## config.mk

```make
export PLATFORM = sky130hd
export DESIGN_NAME = move_controller
export DESIGN_NICKNAME = d
export VERILOG_FILES = /design/src/rtl/move_controller_pkg.sv /design/src/rtl/column_height_bank.sv /design/src/rtl/move_controller.sv
export SDC_FILE = /design/constraint.sdc
export NUM_CORES = 1
export LEC_CHECK = 0
export ABC_AREA = 1
export CAP_MARGIN = 5
export CORE_MARGIN = 1
export CORE_UTILIZATION = 50
export DETAILED_ROUTE_END_ITERATION = 6
export PLACE_DENSITY = 0.74
export SYNTH_ARGS = -nofsm -noshare
export SYNTH_HDL_FRONTEND = slang
export SYNTH_SLANG_ARGS = --single-unit
```

## constraint.sdc

```tcl
create_clock -name clk -period 4.5 [get_ports clk]
set_input_delay 0.9 -clock clk [delete_from_list [all_inputs] [get_ports clk]]
set_output_delay 0.9 -clock clk [all_outputs]
set_load 0.02 [all_outputs]
```

## src/rtl/move_controller_pkg.sv

```systemverilog
// Shared definitions for the column-drop move controller.
//   - state_e       : controller FSM state encoding
//   - ColCode0..3   : the four legal active-low one-hot column codes
//   - HeightW, ColW : column height and column index widths
//   - decode_column : maps a raw column code to {valid, index}
package move_controller_pkg;

    localparam int unsigned HeightW = 3;
    localparam int unsigned ColW    = 2;

    localparam logic [3:0] ColCode0 = 4'b1110;
    localparam logic [3:0] ColCode1 = 4'b1101;
    localparam logic [3:0] ColCode2 = 4'b1011;
    localparam logic [3:0] ColCode3 = 4'b0111;

    typedef enum logic [2:0] {
        StIdle,
        StCheck,
        StPlace,
        StWaitRel,
        StFull
    } state_e;

    typedef struct packed {
        logic            valid;
        logic [ColW-1:0] idx;
    } col_sel_t;

    // Anything other than exactly one low bit is illegal, including 4'b1111.
    function automatic col_sel_t decode_column(input logic [3:0] code);
        col_sel_t sel;
        sel.valid = 1'b1;
        sel.idx   = '0;
        case (code)
            ColCode0: sel.idx = 2'd0;
            ColCode1: sel.idx = 2'd1;
            ColCode2: sel.idx = 2'd2;
            ColCode3: sel.idx = 2'd3;
            default:  sel.valid = 1'b0;
        endcase
        return sel;
    endfunction

endpackage

```

## src/rtl/column_height_bank.sv

```systemverilog
// Per-column height registers for the four board columns.
// Ports:
//   clk, reset : clock, asynchronous active-high reset
//   clear      : synchronous clear of all heights
//   inc        : increment the height selected by inc_idx (saturates at ROWS)
//   inc_idx    : column to increment
//   rd_idx     : column to read
//   rd_height  : height of column rd_idx
//   count      : packed heights {h3, h2, h1, h0}
module column_height_bank
    import move_controller_pkg::*;
#(
    parameter int unsigned ROWS = 4
) (
    input  logic                 clk,
    input  logic                 reset,
    input  logic                 clear,
    input  logic                 inc,
    input  logic [ColW-1:0]      inc_idx,
    input  logic [ColW-1:0]      rd_idx,
    output logic [HeightW-1:0]   rd_height,
    output logic [4*HeightW-1:0] count
);

    localparam logic [HeightW-1:0] RowsH = HeightW'(ROWS);

    logic [HeightW-1:0] height_q [4];

    always_ff @(posedge clk or posedge reset) begin
        if (reset) begin
            for (int i = 0; i < 4; i++) begin
                height_q[i] <= '0;
            end
        end else if (clear) begin
            for (int i = 0; i < 4; i++) begin
                height_q[i] <= '0;
            end
        end else if (inc && (height_q[inc_idx] != RowsH)) begin
            height_q[inc_idx] <= height_q[inc_idx] + HeightW'(1);
        end
    end

    assign rd_height = height_q[rd_idx];
    assign count     = {height_q[3], height_q[2], height_q[1], height_q[0]};

endmodule

```

## src/rtl/move_controller.sv

```systemverilog
// Move controller for a four-column drop board: validates a held drop request,
// checks the target column has room, issues one board write per request,
// alternates players and latches board_full once every cell is placed.
// Ports:
//   clk, reset   : clock, asynchronous active-high reset
//   column, drop : active-low one-hot column select and held move request
//   place_*      : one-cycle board write (col, row, owning player)
//   reject       : one-cycle pulse for an illegal code or a full column
//   player       : player to move
//   count        : packed column heights {h3, h2, h1, h0}
//   board_full   : all ROWS*COLS cells placed
module move_controller
    import move_controller_pkg::*;
#(
    parameter int unsigned ROWS = 4,
    parameter int unsigned COLS = 4
) (
    input  logic                 clk,
    input  logic                 reset,
    input  logic [3:0]           column,
    input  logic                 drop,
    output logic                 place_we,
    output logic [ColW-1:0]      place_col,
    output logic [HeightW-1:0]   place_row,
    output logic                 place_player,
    output logic                 reject,
    output logic                 player,
    output logic [4*HeightW-1:0] count,
    output logic                 board_full
);

    localparam int unsigned        Cells  = ROWS * COLS;
    localparam int unsigned        TotalW = $clog2(Cells + 1);
    localparam logic [HeightW-1:0] RowsH  = HeightW'(ROWS);
    localparam logic [TotalW-1:0]  CellsT = TotalW'(Cells);

    state_e               state_q;
    logic [ColW-1:0]      col_q;
    logic [TotalW-1:0]    total_q;
    logic [TotalW-1:0]    total_inc;
    logic                 player_q;
    logic                 place_we_q;
    logic [ColW-1:0]      place_col_q;
    logic [HeightW-1:0]   place_row_q;
    logic                 place_player_q;
    logic                 reject_q;
    logic                 full_q;
    logic [HeightW-1:0]   cur_height;
    logic                 height_inc;
    col_sel_t             sel;

    assign sel        = decode_column(column);
    assign total_inc  = total_q + TotalW'(1);
    // Heights advance on the edge that leaves PLACE, alongside the player toggle.
    assign height_inc = (state_q == StPlace);

    column_height_bank #(
        .ROWS (ROWS)
    ) u_bank (
        .clk       (clk),
        .reset     (reset),
        .clear     (1'b0),
        .inc       (height_inc),
        .inc_idx   (col_q),
        .rd_idx    (col_q),
        .rd_height (cur_height),
        .count     (count)
    );

    always_ff @(posedge clk or posedge reset) begin
        if (reset) begin
            state_q        <= StIdle;
            col_q          <= '0;
            total_q        <= '0;
            player_q       <= 1'b0;
            place_we_q     <= 1'b0;
            place_col_q    <= '0;
            place_row_q    <= '0;
            place_player_q <= 1'b0;
            reject_q       <= 1'b0;
            full_q         <= 1'b0;
        end else begin
            // Strobes and write fields default low so they read 0 outside PLACE.
            place_we_q     <= 1'b0;
            place_col_q    <= '0;
            place_row_q    <= '0;
            place_player_q <= 1'b0;
            reject_q       <= 1'b0;
            unique case (state_q)
                StIdle: begin
                    if (drop) begin
                        if (sel.valid) begin
                            col_q   <= sel.idx;
                            state_q <= StCheck;
                        end else begin
                            reject_q <= 1'b1;
                            state_q  <= StWaitRel;
                        end
                    end
                end
                StCheck: begin
                    if (cur_height >= RowsH) begin
                        reject_q <= 1'b1;
                        state_q  <= StWaitRel;
                    end else begin
                        place_we_q     <= 1'b1;
                        place_col_q    <= col_q;
                        place_row_q    <= cur_height;
                        place_player_q <= player_q;
                        state_q        <= StPlace;
                    end
                end
                StPlace: begin
                    player_q <= ~player_q;
                    if (total_q != CellsT) begin
                        total_q <= total_inc;
                    end
                    if (total_inc == CellsT) begin
                        full_q  <= 1'b1;
                        state_q <= StFull;
                    end else begin
                        state_q <= StWaitRel;
                    end
                end
                StWaitRel: begin
                    if (!drop) begin
                        state_q <= StIdle;
                    end
                end
                StFull: begin
                    full_q <= 1'b1;
                end
                default: begin
                    state_q <= StIdle;
                end
            endcase
        end
    end

    assign place_we     = place_we_q;
    assign place_col    = place_col_q;
    assign place_row    = place_row_q;
    assign place_player = place_player_q;
    assign reject       = reject_q;
    assign player       = player_q;
    assign board_full   = full_q;

endmodule

```

==> results.toml <==
[sta]
rsz0062_at_grt = "no"
post-route-min-period_ns = 2.248
timing.hold.ws_ns = 0.4972
final_max_slew_viol_count = 0
slew_at_the_pin_closest_to_its_max_slew_limit_ns = 0.5732
max_clock_freq_mhz = 444.9
setup-violations-final = 0
finalSetupTns_ns = 0
layout_worst_path_cycle_share = 0.4995
worst_slew_margin_rel = 0.6175
final_hold_viol_count = 0
final_worst_setup_slack_ns = 2.252
final.setup_skew_ns = 0.005745

[placed_design]
io_buffer_count = 28
place_hpwl_um = 2366
cell_count_after_placement = 249
placed_cell_area_um2 = 1869
pre_cts_slack_ns = 2.158
routabilityCongestion = 0.8030

[grt]
grt_max_degree = 33
grt_pass1_wl_um = 5333
grt_antenna_before_repair = 0
grt_use_total = 0.2150
grt_pass1_vias = 1245
grt_overflow = 0

[critical_path]
endpoint_kind = "primary output"
critical_path.max_fanout = 3
cell_type_of_the_slowest_stage_on_the_worst_timing_path = "sky130_fd_sc_hd__clkdlybuf4s50_1"
critPathTopFamily = "buffers and inverters"
worst-endpoint-required_ns = 3.60
setup.worst_path.class = "register to primary output"
worstSetupPathDepth = 1
crit_arrival_ns = 1.35
crit_path_cell_trace = "clkdlybuf4s50_1"
ff2ff_path_depth = 9
timing.critical_path.buf_inv = 1
cpPeakStageDelay_ns = 0.62
kind_of_start_point_of_the_critical_path = "register"

[floorplan]
chipWidth_um = 57.68
rows = 19
num_io_pins = 29
die_h_um = 57.68
design.die.area_um2 = 3327
initial_core_util = 0.5434
fp.coreArea_um2 = 2853

[layout]
proportion_of_layout_cells_with_a_drive_suffix_above_1 = 0.05357
layout.cell_area.non_filler_um2 = 1934
post-route-util = 0.6781
post_layout_cell_count = 255
mostFrequentLayoutCell = "sky130_fd_sc_hd__nand2_1"
diodes = 0
synthesis_to_finish_area_growth_pct = 24.78
leading_cell_types_in_the_layout_fill_and_taps_excluded = "sky130_fd_sc_hd__nand2_1 (53), sky130_fd_sc_hd__inv_1 (35), sky130_fd_sc_hd__dfrtp_1 (32), sky130_fd_sc_hd__clkdlybuf4s50_1 (28), sky130_fd_sc_hd__o21ai_0 (19)"
layout.nets = 237

[hold_path]
worst_hold_path_stage_count = 2
hold_path.class = "register to register"

[clocking]
post_cts_hold_buffer_count = 0
tritoncts = "done"
path_clk_slew_ns = 0.09
master_cell_of_the_clock_root_buffer = "sky130_fd_sc_hd__clkbuf_4"
worstSkewPairLatency_ns = 0.32
ctsLongestPathBuffers = 2
h-tree-depth = 2
post_cts_resized = 0
cts_setup_buffers = 0
clock_sinks = 32
cts_made_buffers = 5

[logic_synthesis]
mappedNetlistArea_um2 = 1550
ys_top_cells_by_area = "sky130_fd_sc_hd__dfrtp_1 (52%), sky130_fd_sc_hd__nand2_1 (13%), sky130_fd_sc_hd__inv_1 (8.5%), sky130_fd_sc_hd__o21ai_0 (6.1%), sky130_fd_sc_hd__nand3_1 (4.5%)"
synth_cells = 190
syn_nets = 201
yosys.area.top_type_share = 0.5165
synth_sequential_area_ratio = 0.5165
synth.distinct_cells = 22
synth_top_cell_by_area = "sky130_fd_sc_hd__dfrtp_1"
synth_warnings = 0
mean_post_synth_cell_area_um2 = 8.159
ys_seq_elements = 32

[drt]
remaining_drc_errors = 2
ant_nets = 0
post_drt_wl_per_cell_um = 12.43
drt_wl_total_um = 3169
routed-via-count = 1312
detail_route.iter0.violations = 61
routed_via_density = 5.145
firstDrtPassIters = 6

[power_and_ir_drop]
max-vdd-ir-drop_v = 0.0003557
power.leakage_nw = 0.9812
p_per_area_nw_per_um2 = 676.4
total_power_mw = 1.308

[status]
violations = "DRC"
run_status = "complete, but fails checks"

[job]
maxcap_violations = 0
-- flip-flops by register name, indices dropped and copies added, names as in the netlist, 2 cells and up --
name and count:
u_bank.count 12, total_q 5, place_row 3, place_col 2
col_q 2, state_q 3
-- tightest hold or removal path: cells and delay by family, from the launching register on --
kind            cells  cell delay [ns]
simple gates        1             0.04
flops               1             0.35
compound gates      1             0.06
-- final cells by class --
cell class | count | area [um^2]
Timing Repair Buffer | 29 | 307.8
Sequential cell | 32 | 800.8
Clock buffer | 5 | 37.54
Tap cell | 31 | 38.79
Fill cell | 246 | 918.4
Multi-Input combinational cell | 122 | 614.3
Inverter | 36 | 135.1
-- worst paths after layout --
kind	start	to	slack [ns]
min	board_full$_DFFE_PP0P_	board_full$_DFFE_PP0P_	0.50
max reg2reg	col_q[0]$_DFFE_PP0P_	u_bank.count[1]$_DFFE_PP0P_	2.55
min in group asynchronous	reset	place_row[0]$_DFF_PP0_	0.94
min reg2reg	board_full$_DFFE_PP0P_	board_full$_DFFE_PP0P_	0.50
max	player$_DFFE_PP0P_	player	2.25
max in group asynchronous	reset	place_col[1]$_DFF_PP0_	3.07
-- cell families after synthesis --
logic type / synth area share
AOI/OAI and AO/OA: 0.09606
and+or+nand+nor: 0.2486
other: 0.002419
xor gates and xnor gates: 0.01695
DFF: 0.5165
buffers and inverters: 0.08717
adders and majority gates: 0.03229
-- synth_stat cells --
master,number
sky130_fd_sc_hd__dfrtp_1,32
sky130_fd_sc_hd__inv_1,35
sky130_fd_sc_hd__o21ai_2,1
sky130_fd_sc_hd__o22ai_1,1
sky130_fd_sc_hd__nand3b_1,1
sky130_fd_sc_hd__nor2_1,12
sky130_fd_sc_hd__a22o_1,2
sky130_fd_sc_hd__nor3_1,3
sky130_fd_sc_hd__inv_2,1
sky130_fd_sc_hd__o21ai_0,19
sky130_fd_sc_hd__nand3_1,14
sky130_fd_sc_hd__conb_1,1
sky130_fd_sc_hd__a211oi_1,1
sky130_fd_sc_hd__nand3_2,2
sky130_fd_sc_hd__nor3_4,1
sky130_fd_sc_hd__a22oi_1,1
sky130_fd_sc_hd__nand2_1,53
sky130_fd_sc_hd__nand2_2,1
sky130_fd_sc_hd__nand4_1,1
sky130_fd_sc_hd__a31oi_1,1
sky130_fd_sc_hd__ha_1,4
sky130_fd_sc_hd__xor2_1,3
-- power by group --
group | switching (mW) | internal [mW]
clock | 0.0851 | 0.0521
sequential | 0.0911 | 0.393
combinational | 0.421 | 0.265
-- routing by layer --
metal,up-vias,track usage,part of all wire
met5,-,0,0
met4,0,0.08844,0.015
met3,7,0.06696,0.045
met2,36,0.3571,0.48
met1,605,0.2614,0.46
li1,664,-,-
Power figures use the tool's default switching activity.
